`config.mk`:
```
export PLATFORM = sky130hd
export DESIGN_NAME = sprite_multicolor_flat
export DESIGN_NICKNAME = d
export VERILOG_FILES = /design/src/rtl/sprite_multicolor_if.sv /design/src/rtl/sprite_multicolor.sv /design/src/flat_wrapper.sv
export SDC_FILE = /design/constraint.sdc
export NUM_CORES = 1
export LEC_CHECK = 0
export BUFFER_PORTS_ARGS = -buffer_cell sky130_fd_sc_hd__buf_4
export CAP_MARGIN = 0
export CORE_UTILIZATION = 34
export CTS_CLUSTER_DIAMETER = 150
export DETAILED_ROUTE_END_ITERATION = 8
export PLACE_DENSITY_LB_ADDON = 0.1
export RECOVER_POWER = 100
export SYNTH_ARGS = -nofsm -noshare
export SYNTH_HDL_FRONTEND = slang
export SYNTH_SLANG_ARGS = --single-unit
```
`constraint.sdc`:
```
create_clock -name pixel_clock -period 7.1 [get_ports pixel_clock]
set_clock_uncertainty 0.1 [all_clocks]
set_input_delay 1.065 -clock pixel_clock [delete_from_list [all_inputs] [get_ports pixel_clock]]
set_output_delay 1.065 -clock pixel_clock [all_outputs]
set_load 0.01 [all_outputs]
```
`src/rtl/sprite_multicolor_if.sv`:
```
// Sprite line-fetch bus between the sprite renderer (master) and the
// line/DMA scheduler plus sprite memory (slave).
//
// Handshake: the master holds `pos` stable while it waits for a grant.
// `dma_avail` is a single-cycle grant for one line read. The slave presents
// the line for `pos` on `data` one cycle after the grant cycle. The master
// captures it in that cycle. There is no back-pressure from the master: a
// grant given while the master is not waiting is simply not used.
//
// Signals:
//   dma_avail  slave->master  memory grant for one line read
//   pos        master->slave  sprite line address
//   data       slave->master  line data, WIDTH*BPP bits
interface sprite_multicolor_if #(
  parameter int DATA_WIDTH = 64,
  parameter int ADDR_WIDTH = 9
);
  logic                  dma_avail;
  logic [ADDR_WIDTH-1:0] pos;
  logic [DATA_WIDTH-1:0] data;

  modport master (input dma_avail, input data, output pos);
  modport slave  (output dma_avail, output data, input pos);
endinterface

```
`src/rtl/sprite_multicolor.sv`:
```
// Multi-colour hardware sprite renderer. It fetches one sprite line per
// memory grant and renders WIDTH x HEIGHT pixels of BPP bits. Colour index 0
// is transparent. The block supports integer X/Y scaling and a horizontal and
// vertical flip that are latched at draw start.
//
// Ports:
//   pixel_clock  pixel clock
//   reset_n      asynchronous active-low reset
//   start        begin a draw (sampled only in IDLE)
//   flip_x/y     mirror controls, latched with start
//   sx, spr_x    signed current screen x / sprite left edge
//   mem          line-fetch bus (dma_avail, pos, data)
//   pixel_on     opaque pixel being drawn
//   pixel_color  colour index, 0 when not drawing or transparent
//   drawing      FSM is in DRAW
//   done         draw complete, held until the next START
//   state_dbg    current FSM state
module sprite_multicolor #(
  parameter int WIDTH       = 16,
  parameter int HEIGHT      = 16,
  parameter int BPP         = 4,
  parameter int SCALE_X     = 1,
  parameter int SCALE_Y     = 1,
  parameter int LSB_FIRST   = 1,
  parameter int LEAD        = 2,
  parameter int COORD_WIDTH = 16,
  parameter int ADDR_WIDTH  = 9
) (
  input  logic                          pixel_clock,
  input  logic                          reset_n,
  input  logic                          start,
  input  logic                          flip_x,
  input  logic                          flip_y,
  input  logic signed [COORD_WIDTH-1:0] sx,
  input  logic signed [COORD_WIDTH-1:0] spr_x,
  sprite_multicolor_if.master           mem,
  output logic                          pixel_on,
  output logic [BPP-1:0]                pixel_color,
  output logic                          drawing,
  output logic                          done,
  output logic [2:0]                    state_dbg
);

  localparam logic [2:0] S_IDLE      = 3'd0;
  localparam logic [2:0] S_START     = 3'd1;
  localparam logic [2:0] S_AWAIT_DMA = 3'd2;
  localparam logic [2:0] S_READ_MEM  = 3'd3;
  localparam logic [2:0] S_AWAIT_POS = 3'd4;
  localparam logic [2:0] S_DRAW      = 3'd5;
  localparam logic [2:0] S_NEXT_LINE = 3'd6;
  localparam logic [2:0] S_DONE      = 3'd7;

  localparam int OXW = (WIDTH > 1) ? $clog2(WIDTH) : 1;
  localparam int OYW = (HEIGHT > 1) ? $clog2(HEIGHT) : 1;
  localparam int CXW = (SCALE_X > 1) ? $clog2(SCALE_X) : 1;
  localparam int CYW = (SCALE_Y > 1) ? $clog2(SCALE_Y) : 1;

  localparam logic [OXW-1:0]        OX_LAST = OXW'(WIDTH - 1);
  localparam logic [OYW-1:0]        OY_LAST = OYW'(HEIGHT - 1);
  localparam logic [CXW-1:0]        CX_LAST = CXW'(SCALE_X - 1);
  localparam logic [CYW-1:0]        CY_LAST = CYW'(SCALE_Y - 1);
  localparam logic [ADDR_WIDTH-1:0] POS_TOP = ADDR_WIDTH'(HEIGHT - 1);

  logic [2:0]            state;
  logic [OXW-1:0]        ox;
  logic [OYW-1:0]        oy;
  logic [CXW-1:0]        cnt_x;
  logic [CYW-1:0]        cnt_y;
  logic                  flip_x_q;
  logic                  flip_y_q;
  logic [ADDR_WIDTH-1:0] pos_r;
  logic [BPP-1:0]        buffer [WIDTH];

  logic                          last_pixel;
  logic                          last_line;
  logic signed [COORD_WIDTH-1:0] trig_x;
  logic [OXW-1:0]                idx;

  assign last_pixel = (ox == OX_LAST) && (cnt_x == CX_LAST);
  assign last_line  = (oy == OY_LAST) && (cnt_y == CY_LAST);
  // Trigger LEAD pixels early so the downstream pipeline lines up with spr_x;
  // the subtraction wraps at COORD_WIDTH like the screen counter does.
  assign trig_x     = spr_x - COORD_WIDTH'(LEAD);
  assign idx        = flip_x_q ? (OX_LAST - ox) : ox;

  always_ff @(posedge pixel_clock or negedge reset_n) begin
    if (!reset_n) begin
      state    <= S_IDLE;
      pos_r    <= '0;
      done     <= 1'b0;
      ox       <= '0;
      oy       <= '0;
      cnt_x    <= '0;
      cnt_y    <= '0;
      flip_x_q <= 1'b0;
      flip_y_q <= 1'b0;
      for (int i = 0; i < WIDTH; i++) buffer[i] <= '0;
    end else begin
      case (state)
        S_IDLE: begin
          if (start) begin
            flip_x_q <= flip_x;
            flip_y_q <= flip_y;
            state    <= S_START;
          end
        end
        S_START: begin
          done  <= 1'b0;
          oy    <= '0;
          cnt_y <= '0;
          pos_r <= flip_y_q ? POS_TOP : '0;
          state <= S_AWAIT_DMA;
        end
        S_AWAIT_DMA: begin
          if (mem.dma_avail) state <= S_READ_MEM;
        end
        S_READ_MEM: begin
          // Store the line in logical pixel order so drawing never cares
          // about the memory packing.
          for (int i = 0; i < WIDTH; i++) begin
            if (LSB_FIRST != 0) buffer[i] <= mem.data[i*BPP +: BPP];
            else                buffer[i] <= mem.data[(WIDTH-1-i)*BPP +: BPP];
          end
          state <= S_AWAIT_POS;
        end
        S_AWAIT_POS: begin
          ox    <= '0;
          cnt_x <= '0;
          if (sx == trig_x) state <= S_DRAW;
        end
        S_DRAW: begin
          if (cnt_x == CX_LAST) begin
            cnt_x <= '0;
            ox    <= ox + 1'b1;
          end else begin
            cnt_x <= cnt_x + 1'b1;
          end
          if (last_pixel) state <= last_line ? S_DONE : S_NEXT_LINE;
        end
        S_NEXT_LINE: begin
          // Vertical scaling repeats the buffered line; only a completed
          // logical line moves pos and needs a new fetch.
          if (cnt_y == CY_LAST) begin
            cnt_y <= '0;
            oy    <= oy + 1'b1;
            pos_r <= flip_y_q ? (pos_r - 1'b1) : (pos_r + 1'b1);
            state <= S_AWAIT_DMA;
          end else begin
            cnt_y <= cnt_y + 1'b1;
            state <= S_AWAIT_POS;
          end
        end
        S_DONE: begin
          done  <= 1'b1;
          state <= S_IDLE;
        end
        default: state <= S_IDLE;
      endcase
    end
  end

  always_comb begin
    pixel_color = '0;
    if (state == S_DRAW) pixel_color = buffer[idx];
  end

  assign pixel_on  = |pixel_color;
  assign drawing   = (state == S_DRAW);
  assign state_dbg = state;
  assign mem.pos   = pos_r;

endmodule

```
`src/flat_wrapper.sv`:
```
// flat-port wrapper written by rule: the top's interface ports become plain ports
module sprite_multicolor_flat 
#(
  parameter int WIDTH       = 16,
  parameter int HEIGHT      = 16,
  parameter int BPP         = 4,
  parameter int SCALE_X     = 1,
  parameter int SCALE_Y     = 1,
  parameter int LSB_FIRST   = 1,
  parameter int LEAD        = 2,
  parameter int COORD_WIDTH = 16,
  parameter int ADDR_WIDTH  = 9
)
  (pixel_clock, reset_n, start, flip_x, flip_y, sx, spr_x, pixel_on, pixel_color, drawing, done, state_dbg, mem_dma_avail, mem_data, mem_pos);
  sprite_multicolor_if #(.DATA_WIDTH(64), .ADDR_WIDTH(ADDR_WIDTH)) mem_i ();
  input  logic pixel_clock;
  input  logic reset_n;
  input  logic start;
  input  logic flip_x;
  input  logic flip_y;
  input  logic signed [COORD_WIDTH-1:0] sx;
  input  logic signed [COORD_WIDTH-1:0] spr_x;
  output logic pixel_on;
  output logic [BPP-1:0] pixel_color;
  output logic drawing;
  output logic done;
  output logic [2:0] state_dbg;
  input wire logic [$bits(mem_i.dma_avail)-1:0] mem_dma_avail;
  input wire logic [$bits(mem_i.data)-1:0] mem_data;
  output wire logic [$bits(mem_i.pos)-1:0] mem_pos;
  assign mem_i.dma_avail = mem_dma_avail;
  assign mem_i.data = mem_data;
  assign mem_pos = mem_i.pos;
  sprite_multicolor #(.WIDTH(WIDTH), .HEIGHT(HEIGHT), .BPP(BPP), .SCALE_X(SCALE_X), .SCALE_Y(SCALE_Y), .LSB_FIRST(LSB_FIRST), .LEAD(LEAD), .COORD_WIDTH(COORD_WIDTH), .ADDR_WIDTH(ADDR_WIDTH)) u_core (.pixel_clock(pixel_clock), .reset_n(reset_n), .start(start), .flip_x(flip_x), .flip_y(flip_y), .sx(sx), .spr_x(spr_x), .mem(mem_i), .pixel_on(pixel_on), .pixel_color(pixel_color), .drawing(drawing), .done(done), .state_dbg(state_dbg));
endmodule
```
==> results.py <==
metrics = {
    "run_status": {
        "status": "finished, violations left",
        "violations_in_the_final_reports": "max-capacitance violations, max-slew violations",
    },
    "die": {
        "fp.dieArea_sq_um": 16500,
        "initial_core_util_pct": 35.3,
        "design.core.area_sq_um": 15400,
        "die_h_um": 128,
        "fp-row-count": 45,
        "top_level_ports": 121,
        "dieWidth_um": 128,
    },
    "power": {
        "power.internal_mw": 1.69,
        "powerDensity_nw_per_um2": 407,
        "sw_ratio_pct": 37.5,
        "share_of_total_power_in_the_clock_network_pct": 16.9,
        "seqPwrFrac_pct": 38.8,
        "p_switching_mw": 1.02,
        "peakVddDrop_mv": 0.148,
        "power.share.combinational_pct": 44.3,
        "power.leakage_nw": 2.76,
    },
    "final_layout": {
        "post_route_cells_drive_above_1_share_pct": 35.7,
        "fillers": 1508,
        "layout.cells.most_common": "sky130_fd_sc_hd__buf_4",
        "most-common-layout-cells": "sky130_fd_sc_hd__buf_4 (102), sky130_fd_sc_hd__dfrtp_1 (87), sky130_fd_sc_hd__mux2_2 (68), sky130_fd_sc_hd__nand2_1 (34), sky130_fd_sc_hd__clkbuf_1 (22)",
        "nNetsFinal": 699,
        "sequential_cell_area_sq_um": 2180,
        "antenna_cells": 0,
        "post-route-util_pct": 43.3,
        "synth_to_layout_area_growth_pct": 22.5,
        "multi_input_comb_area_sq_um": 3050,
    },
    "clock_tree": {
        "post_cts.repair.setup_buffers": 0,
        "clock_tree.root_cell": "sky130_fd_sc_hd__clkbuf_16",
        "clkTransAtPathRegs_ns": 0.07,
        "clock_path_buffers": 2,
        "cts_tree": "yes",
        "clkLatencyLatePin_ns": 0.34,
        "cts_hold_buf": 0,
        "ctsHtreeMaxLevel": 3,
        "cts_resized": 0,
        "cts_buffers": 9,
        "clkSinkCount": 87,
    },
    "drt": {
        "total_vias_in_the_final_route": 4187,
        "drcViolationCount": 0,
        "drt_first_iter_violations": 148,
        "final_antenna_net_count": 0,
        "drt_via_density": 5.22,
        "routed_wire_length_per_instance_um": 16.4,
        "route.final.wire_length_um": 13200,
        "detail_route.first_pass.iterations": 4,
    },
    "worst_setup_path": {
        "data_arrival_time_of_the_critical_path_ns": 3.99,
        "critical_path_class": "register to output port",
        "r2r_cells": 3,
        "timing.critical_path.fanout_max": 51,
        "regToRegEndpoint": "u_core.buffer[24]",
        "ff2ff_setup_slack_ns": 3.08,
        "regToRegStartpoint": "u_core.state_dbg[0]",
        "setup.worst_path.end_class": "output port",
        "worst_ep_required_time_ns": 5.93,
        "crit_path_start_kind": "register",
    },
    "place": {
        "buffer_ports.inserted": 120,
        "gp_routability_congestion": 0.790,
        "place_hpwl_um": 9570,
    },
    "sta": {
        "final_min_period_over_clock_period_pct": 72.5,
        "setup_tns_ns": 0,
        "timing.slew.headroom_pct": -129,
        "final-setup-viol-count": 0,
        "post-route-min-period_ns": 5.15,
        "worst_pin_slew_ns": 3.44,
        "setup_repair_after_global_routing_missed_its_margin": "no",
        "slew_viol_final": 208,
        "max_freq_mhz": 194,
        "hold_viol": 0,
    },
    "logic_synthesis": {
        "yosys_most_used_dff": "sky130_fd_sc_hd__dfrtp_1",
        "ys_seq_elements": 87,
        "syn-num-nets": 598,
        "post_synth_inst_count": 485,
        "ys_types": 55,
        "synth-warning-count": 0,
        "mappedNetlistArea_sq_um": 5430,
        "synth_top_area_share_pct": 40.1,
        "yosysSeqAreaShare_pct": 40.1,
        "number_of_enable_type_register_cells_in_the_synthesized_netlist": 0,
        "post_synth_main_area_contributors": "sky130_fd_sc_hd__dfrtp_1 (40%), sky130_fd_sc_hd__mux2_2 (14%), sky130_fd_sc_hd__mux4_2 (6.6%)",
        "syn_avg_cell_area_sq_um": 11.2,
        "async_reset_ff_share_pct": 100,
        "synth_area_leader_cell": "sky130_fd_sc_hd__dfrtp_1",
    },
    "global_routing": {
        "grt_pass1_vias": 4232,
        "maximum_number_of_pins_on_one_net_before_global_route_repair": 66,
        "grt_pass1_wl_um": 21600,
        "initial_antenna_violation_count": 0,
        "grt_usage_pct": 16.8,
        "grt_overflow_total": 0,
    },
    "hold_path": {
        "holdCritStartpoint": "u_core.oy[2]",
        "holdCritPathClass": "register to register",
        "hold_depth": 1,
        "hold-path-endpoint": "u_core.oy[2]",
    },
    "run": {
        "cap_violations": 4,
    },
}
metal layers:
metal / global-route usage, % / vias up / wire length (um)
met3: 3.49 / 18 / 586
met1: 23.3 / 2047 / 6230
met5: 0 / - / 0
met4: 5.54 / 0 / 220
li1: - / 2020 / -
met2: 26.3 / 102 / 6120
state kept, by name, summed over array words and instances (netlist names):
name / count
u_core.oy: 4
u_core.state_dbg: 3
u_core.ox: 4
u_core.done: 1
u_core.mem.pos: 9
u_core.buffer: 64
u_core.flip_x_q: 1
u_core.flip_y_q: 1
power by group through the flow:
stage / registers, mW / clock network, mW / logic, mW
after global routing: 1.10 / 0.497 / 1.34
final: 1.05 / 0.458 / 1.20
after global placement: 1.05 / 0 / 1.20
after CTS: 1.06 / 0.474 / 1.23
after detailed placement: 1.06 / 0 / 1.22
after floorplan: 0.887 / 0 / 1.04
cells by family after synthesis:
family	after synthesis	share of synthesized area [%]
xor gates and xnor gates	24	4.01
and+or+nand+nor	120	11.8
muxes	114	26.5
adders and majority gates	11	2.67
AOI/OAI and AO/OA	88	11.2
DFF	87	40.1
buffers and inverters	41	3.71
critical path, cell delays in order (launching register included):
cell and delay, ns:
sky130_fd_sc_hd__dfrtp_1 1.65, sky130_fd_sc_hd__nand2b_1 0.46, sky130_fd_sc_hd__o221ai_1 0.32, sky130_fd_sc_hd__a221oi_1 0.15, sky130_fd_sc_hd__a31oi_1 0.26, sky130_fd_sc_hd__nand2_1 0.10, sky130_fd_sc_hd__or4_1 0.54, sky130_fd_sc_hd__clkbuf_1 0.15
worst max path at each step:
stage,start,to,slack [ns],cells past startpoint
3_3_place_gp,u_core.ox[0],pixel_on,3.04,6
2_1_floorplan,u_core.ox[2],pixel_on,3.78,7
6_report,u_core.ox[0],pixel_on,1.95,7
3_5_place_dp,u_core.ox[0],pixel_on,2.98,6
4_1_cts,u_core.ox[0],pixel_on,2.58,6
5_1_grt,reset_n,u_core.buffer[61],1.34,2
cell usage after synthesis, types with 3 or more instances:
master and number:
sky130_fd_sc_hd__dfrtp_1 87, sky130_fd_sc_hd__mux2_2 68, sky130_fd_sc_hd__nand2_1 34, sky130_fd_sc_hd__mux2i_1 18
sky130_fd_sc_hd__xnor2_1 18, sky130_fd_sc_hd__clkbuf_1 17, sky130_fd_sc_hd__mux4_2 16, sky130_fd_sc_hd__o22ai_1 16
sky130_fd_sc_hd__nor2_1 15, sky130_fd_sc_hd__nor3_1 14, sky130_fd_sc_hd__o21ai_0 13, sky130_fd_sc_hd__a21oi_1 12
sky130_fd_sc_hd__mux2_1 12, sky130_fd_sc_hd__ha_1 10, sky130_fd_sc_hd__nand3_1 10, sky130_fd_sc_hd__buf_2 8
sky130_fd_sc_hd__inv_1 8, sky130_fd_sc_hd__nand2b_1 8, sky130_fd_sc_hd__o221ai_1 8, sky130_fd_sc_hd__nor2b_1 7
sky130_fd_sc_hd__o211ai_1 7, sky130_fd_sc_hd__nor3b_1 6, sky130_fd_sc_hd__xor2_1 5, sky130_fd_sc_hd__a221oi_1 4
sky130_fd_sc_hd__a22o_1 4, sky130_fd_sc_hd__a22oi_1 4, sky130_fd_sc_hd__a31oi_1 4, sky130_fd_sc_hd__and2_1 4
sky130_fd_sc_hd__buf_6 4, sky130_fd_sc_hd__nor4_1 4, sky130_fd_sc_hd__a21o_1 3, sky130_fd_sc_hd__nand3b_1 3
sky130_fd_sc_hd__o21ai_1 3, sky130_fd_sc_hd__or2_2 3
area by class of cell:
type                       instances  share of cell area [%]
tap                              211                    3.97
clock buffer                      12                    3.85
timing repair buffer             123                    12.7
sequential                        87                    32.7
inverter                           8                   0.451
clock inverter                     4                   0.432
multi-input combinational        357                    45.9
stage by stage:
step	area (sq um)	std cells	setup WS, ns	total power, mW	hold slack (ns)
5_1_grt	6660	802	1.34	2.94	0.451
4_1_cts	6740	802	2.58	2.76	0.412
2_1_floorplan	5430	485	3.78	1.93	0.358
6_report	6660	802	1.95	2.71	0.411
3_3_place_gp	6450	786	3.04	2.25	0.378
3_5_place_dp	6450	786	2.98	2.28	0.406
No activity file was read; power rests on OpenSTA's default activity.
